$ cat src/rtl/cpu_pkg.sv
// Shared types and constants for the cpu datapath and its ALU.
package cpu_pkg;

    localparam int pDATA_WIDTH     = 8;
    localparam int pALU_FLAG_WIDTH = 4;
    localparam int pMEM_ADDR_WIDTH = 8;

    typedef struct packed {
        logic r0_en;
        logic r1_en;
        logic r2_en;
        logic r3_en;
        logic tmp_en;
        logic air_en;
        logic dir_en;
        logic ame_en;
        logic acc_en;
        logic flg_en;
        logic dme_en;
    } struct_reg_en_t;

    typedef enum logic [2:0] {
        DSEL_USR_0 = 3'd0,
        DSEL_USR_1 = 3'd1,
        DSEL_USR_2 = 3'd2,
        DSEL_USR_3 = 3'd3,
        DSEL_AIR   = 3'd4,
        DSEL_DME   = 3'd5,
        DSEL_ACC   = 3'd6
    } enum_dsel_t;

    typedef enum logic [2:0] {
        ALU_ADD = 3'd0,
        ALU_SHL = 3'd1,
        ALU_SHR = 3'd2,
        ALU_NOT = 3'd3,
        ALU_AND = 3'd4,
        ALU_OR  = 3'd5,
        ALU_XOR = 3'd6,
        ALU_CPR = 3'd7
    } enum_alu_opcode_t;

    typedef struct packed {
        logic c;
        logic a;
        logic e;
        logic z;
    } struct_alu_flag_t;

endpackage

$ cat src/rtl/cpu_datapath_alu.sv
// Combinational ALU: A/B/carry-in and opcode to result plus {c,a,e,z} flags.
module cpu_alu
    import cpu_pkg::*;
(
    input  logic [pDATA_WIDTH-1:0] i_a,
    input  logic [pDATA_WIDTH-1:0] i_b,
    input  logic                   i_cin,
    input  enum_alu_opcode_t       i_opcode,
    output logic [pDATA_WIDTH-1:0] o_out,
    output struct_alu_flag_t       o_flag
);

    logic [pDATA_WIDTH:0]   w_sum;
    logic [pDATA_WIDTH-1:0] w_out;
    logic                   w_cout;

    // Operation select; only add and shifts produce a carry out
    always_comb begin
        w_sum  = {1'b0, i_a} + {1'b0, i_b} + {{pDATA_WIDTH{1'b0}}, i_cin};
        w_out  = {pDATA_WIDTH{1'b0}};
        w_cout = 1'b0;
        case (i_opcode)
            ALU_ADD: begin
                w_out  = w_sum[pDATA_WIDTH-1:0];
                w_cout = w_sum[pDATA_WIDTH];
            end
            ALU_SHL: begin
                w_out  = {i_a[pDATA_WIDTH-2:0], i_cin};
                w_cout = i_a[pDATA_WIDTH-1];
            end
            ALU_SHR: begin
                w_out  = {i_cin, i_a[pDATA_WIDTH-1:1]};
                w_cout = i_a[0];
            end
            ALU_NOT: w_out = ~i_a;
            ALU_AND: w_out = i_a & i_b;
            ALU_OR:  w_out = i_a | i_b;
            ALU_XOR: w_out = i_a ^ i_b;
            ALU_CPR: w_out = i_a;
            default: w_out = {pDATA_WIDTH{1'b0}};
        endcase
    end

    // Flag generation from operands and result
    always_comb begin
        o_out    = w_out;
        o_flag.c = w_cout;
        o_flag.a = (i_a > i_b);
        o_flag.e = (i_a == i_b);
        o_flag.z = (w_out == {pDATA_WIDTH{1'b0}});
    end

endmodule

$ cat src/rtl/cpu_datapath.sv
// CPU datapath: user regs, TMP/ACC/IAR/IR/MAR, flags, bus mux, ALU and data RAM.
// Optional macro CPU_DP_MEM_LOAD_EN adds an external RAM load port (imem_ld_*).
module cpu_datapath
    import cpu_pkg::*;
#(
    parameter int    pMEM_DEPTH     = 256,
    parameter string pMEM_INIT_FILE = ""
) (
    input  logic                        iclk,
    input  logic                        irst,
    input  struct_reg_en_t              ireg_en,
    input  enum_dsel_t                  idata_sel,
    input  enum_alu_opcode_t            ialu_opcode,
    input  logic                        iforce_rb,
    input  logic                        iflag_clf,
`ifdef CPU_DP_MEM_LOAD_EN
    input  logic                        imem_ld_we,
    input  logic [pMEM_ADDR_WIDTH-1:0]  imem_ld_addr,
    input  logic [pDATA_WIDTH-1:0]      imem_ld_data,
`endif
    output logic [pDATA_WIDTH-1:0]      odir_data,
    output struct_alu_flag_t            oalu_flag,
    output logic [pDATA_WIDTH-1:0]      obus
);

    logic [pDATA_WIDTH-1:0] r_r0, r_r1, r_r2, r_r3;
    logic [pDATA_WIDTH-1:0] r_tmp, r_acc, r_iar, r_ir, r_mar;
    struct_alu_flag_t       r_flag;
    logic [pDATA_WIDTH-1:0] r_mem [0:pMEM_DEPTH-1];

    logic [pDATA_WIDTH-1:0] w_bus;
    logic [pDATA_WIDTH-1:0] w_mem_rd;
    logic [pDATA_WIDTH-1:0] w_alu_b;
    logic                   w_alu_cin;
    logic [pDATA_WIDTH-1:0] w_alu_out;
    struct_alu_flag_t       w_alu_flag;

    assign w_mem_rd = r_mem[r_mar[pMEM_ADDR_WIDTH-1:0]];

    // Bus source mux
    always_comb begin
        w_bus = {pDATA_WIDTH{1'b0}};
        case (idata_sel)
            DSEL_USR_0: w_bus = r_r0;
            DSEL_USR_1: w_bus = r_r1;
            DSEL_USR_2: w_bus = r_r2;
            DSEL_USR_3: w_bus = r_r3;
            DSEL_AIR:   w_bus = r_iar;
            DSEL_DME:   w_bus = w_mem_rd;
            DSEL_ACC:   w_bus = r_acc;
            default:    w_bus = {pDATA_WIDTH{1'b0}};
        endcase
    end

    // B operand forced to 1 with carry suppressed for the IAR increment
    always_comb begin
        w_alu_b   = r_tmp;
        w_alu_cin = r_flag.c;
        if (iforce_rb) begin
            w_alu_b   = {{(pDATA_WIDTH-1){1'b0}}, 1'b1};
            w_alu_cin = 1'b0;
        end else begin
            w_alu_b   = r_tmp;
            w_alu_cin = r_flag.c;
        end
    end

    cpu_alu u_alu (
        .i_a      (w_bus),
        .i_b      (w_alu_b),
        .i_cin    (w_alu_cin),
        .i_opcode (ialu_opcode),
        .o_out    (w_alu_out),
        .o_flag   (w_alu_flag)
    );

    // Register captures from the bus; ACC alone takes the ALU result
    always_ff @(posedge iclk) begin
        if (irst) begin
            r_r0  <= {pDATA_WIDTH{1'b0}};
            r_r1  <= {pDATA_WIDTH{1'b0}};
            r_r2  <= {pDATA_WIDTH{1'b0}};
            r_r3  <= {pDATA_WIDTH{1'b0}};
            r_tmp <= {pDATA_WIDTH{1'b0}};
            r_acc <= {pDATA_WIDTH{1'b0}};
            r_iar <= {pDATA_WIDTH{1'b0}};
            r_ir  <= {pDATA_WIDTH{1'b0}};
            r_mar <= {pDATA_WIDTH{1'b0}};
        end else begin
            if (ireg_en.r0_en)  r_r0  <= w_bus;
            if (ireg_en.r1_en)  r_r1  <= w_bus;
            if (ireg_en.r2_en)  r_r2  <= w_bus;
            if (ireg_en.r3_en)  r_r3  <= w_bus;
            if (ireg_en.tmp_en) r_tmp <= w_bus;
            if (ireg_en.air_en) r_iar <= w_bus;
            if (ireg_en.dir_en) r_ir  <= w_bus;
            if (ireg_en.ame_en) r_mar <= w_bus;
            if (ireg_en.acc_en) r_acc <= w_alu_out;
        end
    end

    // Flag register: a flag load overrides a clear in the same cycle
    always_ff @(posedge iclk) begin
        if (irst) begin
            r_flag <= '0;
        end else if (ireg_en.flg_en) begin
            r_flag <= w_alu_flag;
        end else if (iflag_clf) begin
            r_flag <= '0;
        end else begin
            r_flag <= r_flag;
        end
    end

    // RAM write port; contents are never cleared by reset
    always_ff @(posedge iclk) begin
`ifdef CPU_DP_MEM_LOAD_EN
        if (imem_ld_we) begin
            r_mem[imem_ld_addr] <= imem_ld_data;
        end else if (!irst && ireg_en.dme_en) begin
            r_mem[r_mar[pMEM_ADDR_WIDTH-1:0]] <= w_bus;
        end
`else
        if (!irst && ireg_en.dme_en) begin
            r_mem[r_mar[pMEM_ADDR_WIDTH-1:0]] <= w_bus;
        end
`endif
    end

    assign odir_data = r_ir;
    assign oalu_flag = r_flag;
    assign obus      = w_bus;

endmodule

$ cat config.mk
export PLATFORM = sky130hd
export DESIGN_NAME = cpu_datapath
export DESIGN_NICKNAME = d
export VERILOG_FILES = /design/src/rtl/cpu_pkg.sv /design/src/rtl/cpu_datapath_alu.sv /design/src/rtl/cpu_datapath.sv
export SDC_FILE = /design/constraint.sdc
export NUM_CORES = 2
export LEC_CHECK = 0
export ABC_AREA = 1
export BUFFER_PORTS_ARGS = -buffer_cell sky130_fd_sc_hd__buf_2
export CORE_MARGIN = 2
export CORE_UTILIZATION = 35
export CTS_BUF_LIST = sky130_fd_sc_hd__clkbuf_16
export CTS_CLUSTER_SIZE = 8
export DETAILED_ROUTE_END_ITERATION = 16
export PLACE_DENSITY_LB_ADDON = 0.25
export SYNTH_ARGS = -nofsm -noshare
export SYNTH_HDL_FRONTEND = slang
export SYNTH_HIERARCHICAL = 1
export SYNTH_SLANG_ARGS = --single-unit
$ cat constraint.sdc
create_clock -name iclk -period 11 [get_ports iclk]
set_input_delay 2.2 -clock iclk [delete_from_list [all_inputs] [get_ports iclk]]
set_output_delay 2.2 -clock iclk [all_outputs]
set_load 0.01 [all_outputs]
==> impl_metrics.yaml <==
power_and_ir_drop:
  cellLeakagePower_nw: 35.3
  ir_drop_uv: 125
  p_per_area_mw_per_mm2: 193
  power.total_mw: 19.2
min_path:
  hold_class: "register to register"
  min_to: "oalu_flag[2]$_SDFFE_PP0P_"
  hold-path-cell-count: 2
  hp-start: "oalu_flag[2]$_SDFFE_PP0P_"
yosys:
  yosys_warnings: 6
  syn_area_per_cell_um2: 11.4
  synth_flop_cell: "edfxtp_1"
  synth-seq-cells: 2132
  ys_types: 36
  async_flop_share_pct: 0
  synthXorXnorAreaFrac_pct: 0
  netlist_instances: 7769
  syn_area_mm2: 0.0884
  syn_nets: 7816
  ys_seq_area_share_pct: 71.5
  synth-edff-count: 2048
  synth_fa_ha_area_share_pct: 0.385
  synth_compound_area_share_pct: 0.619
  synth.area.mux_share_pct: 0
  synth_top_family_by_area: "simple AND/OR/NAND/NOR gates"
  synth-simple-area-share_pct: 23.7
sta:
  setup_tns_ns: 0
  max_slew_margin_pct: 17.7
  setup_violations: 0
  rsz0062_at_grt: "no"
  hold_viol_final: 0
  period_share_pct: 72.8
  clock.fmax_mhz: 125
  min_period_ns: 8.01
  holdWs_ns: 0.459
  fin_worst_skew_ns: 0.0773
  worst_pin_slew_ns: 1.23
  slew_violations: 0
clocking:
  post-cts-setup-buffers: 0
  hold_buffers: 0
  clockBufferDepth: 4
  clk_latency_ns: 0.94
  post_cts_resized: 0
  htreeDepth: 5
  clock-sinks: 2132
  tritoncts: "done"
  root_buffer: "clkbuf_16"
  cts_buffers: 317
  clk_pin_slew_ns: 0.05
place:
  placedInstanceArea_mm2: 0.0913
  hpwl_mm: 141
  place_congestion: 0.856
  numPortBuffers: 40
worst_setup_path:
  worst_r2r_endpoint: "oalu_flag[0]$_SDFFE_PP0P_"
  critPathMostFrequentCell: "nand3_1"
  worstPathRequired_ns: 8.80
  slowest_stage: "nand2_4"
  worst_setup_path_start_kind: "register"
  criticalPathCategory: "register to output pin"
  ff2ff_path_depth: 28
  path_buf_inv: 3
  cp_max_fo: 175
  r2r_slack_ns: 4.19
  cp.arrival_ns: 5.81
  slowest_delay_ns: 0.75
  crit_family: "simple AND/OR/NAND/NOR gates"
  end_kind: "output pin"
  crit_chain: "inv_16 > buf_4 > nand2_1 > nand3_1 > nand3_1 > nand3_1 > nand3_1 > nand3_1 > nand3_1 > nand3_2 > nand3_4 > nand2_4 > buf_2"
flow_run:
  cap_violations: 0
global_routing:
  track_usage_pct: 19.5
  grt_pass1_wl_mm: 379
  grt_pass1_vias: 56592
  antenna_found_initial: 4
  grt_max_degree: 176
  overflow: 0
final_layout:
  layout-drive-gt1-share_pct: 6.77
  design_area_mm2: 0.0995
  num-nets-final: 7769
  area_growth_pct: 12.6
  final_core_util_pct: 39.6
detailed_routing:
  drt_first_pass_iters: 7
  drt_iter0_markers: 5821
  drcViolationCount: 0
  via_per_inst: 5.30
  wl_per_cell_um: 23.1
  routed_wirelength_mm: 257
  vias: 58887
  drtAntennaViolNets: 0
floorplan:
  die_w_um: 507
  io_pins: 41
  rows: 184
  core_mm2: 0.251
  initial_core_util_pct: 35.2
  die_area_mm2: 0.257
  dieHeight_um: 507
status:
  status: "completed"
## kinds of logic after synthesis
logic type | Yosys count
and+or+nand+nor | 4814
DFF | 2132
buffers and inverters | 704
AOI/OAI and AO/OA | 93
adders and majority gates | 26
## worst max-delay path by stage
stage | startpoint | end | slack [ns] | depth (start not counted)
2_1_floorplan | idata_sel[1] | oalu_flag[3]$_SDFFE_PP0P_ | 2.09 | 19
3_3_place_gp | idata_sel[2] | obus[0] | 3.94 | 8
3_5_place_dp | idata_sel[2] | obus[0] | 3.78 | 8
4_1_cts | register | obus[1] | 2.94 | 14
5_1_grt | register | obus[1] | 2.72 | 13
6_report | register | obus[1] | 2.99 | 13
## stage by stage
stage	worst slack, ns	instances
6_report	2.99	11117
3_5_place_dp	3.78	10750
3_3_place_gp	3.94	10750
4_1_cts	2.94	11113
2_1_floorplan	2.09	7769
5_1_grt	2.72	11115
## layout by cell type (no fill, tap or decap), types with 2 or more instances in the layout
cell,count
nand4_1,11
o22ai_1,7
nand2_1,2253
a221oi_2,2
buf_4,83
diode_2,3
nand2_4,8
clkinv_8,3
inv_2,4
nor3_1,9
nand3_4,8
clkbuf_16,321
nand2_2,3
inv_1,217
nor2_1,390
fa_1,2
ha_1,24
buf_2,41
edfxtp_1,2048
o221ai_1,2
a21oi_1,54
nand3_1,2114
nor2_2,2
o21ai_0,17
o2111ai_1,3
a221oi_1,3
or2_2,3
dfxtp_1,79
nand3_2,10
inv_6,4
clkinv_1,4
buf_12,18
dfxtp_4,4
inv_8,2
## synthesized netlist by cell type (2+ instances only)
library cell	n	share of area, %
a221oi_2	2	0.034
a221oi_1	3	0.030
buf_6	11	0.14
inv_2	4	0.017
buf_4	86	0.73
dfxtp_1	84	1.9
nor2_1	391	1.7
nand3_4	8	0.16
nand4_1	11	0.078
o221ai_1	2	0.020
nand3_1	2114	12
inv_1	191	0.81
a21oi_1	54	0.31
buf_1	27	0.11
nand2_1	2264	9.6
o22ai_1	7	0.050
o2111ai_1	3	0.030
o21ai_0	17	0.096
or2_2	3	0.021
fa_1	2	0.045
ha_1	24	0.34
nor3_1	10	0.057
buf_2	248	1.4
clkbuf_1	135	0.57
nand3_2	10	0.11
edfxtp_1	2048	70
## worst min-delay path: cells and delay by family, from the launching register on
kind,cells,cell delay [ns]
flops,1,0.30
simple gates,1,0.06
compound gates,1,0.05
## power by group
group,leakage [nW],total (mW),internal (mW),switching (mW)
clock,4.17,8.40,5.11,3.29
sequential,19.5,9.16,9.13,0.0327
combinational,11.6,1.66,0.356,1.30
total,35.3,19.2,14.6,4.63
## cell type report
class	count	area (µm²)
fillers	23664	152000
clock inverters	42	243
inverters	196	769
multi-input cells	4933	21900
well taps	3348	4190
flip-flops and latches	2132	63200
clock buffers	321	8030
repair buffers	142	1190
diodes	3	7.51
## state kept, by name, indices dropped and copies added, names as in the netlist, named ones only
name       flops
r_iar          8
r_mar          8
r_r2           8
r_r3           8
r_acc          8
r_r1           8
oalu_flag      4
r_mem       2048
r_r0           8
odir_data      8
r_tmp          8
## metal layers
metal / share of wire (%) / vias to the layer above / global-route usage [%]
met5: 0 / - / 0
met4: 3.2 / 0 / 6.83
met3: 7.6 / 466 / 3.99
met2: 46 / 2239 / 30.8
met1: 43 / 29109 / 26.8
li1: - / 27073 / -
Power figures use the tool's default switching activity.
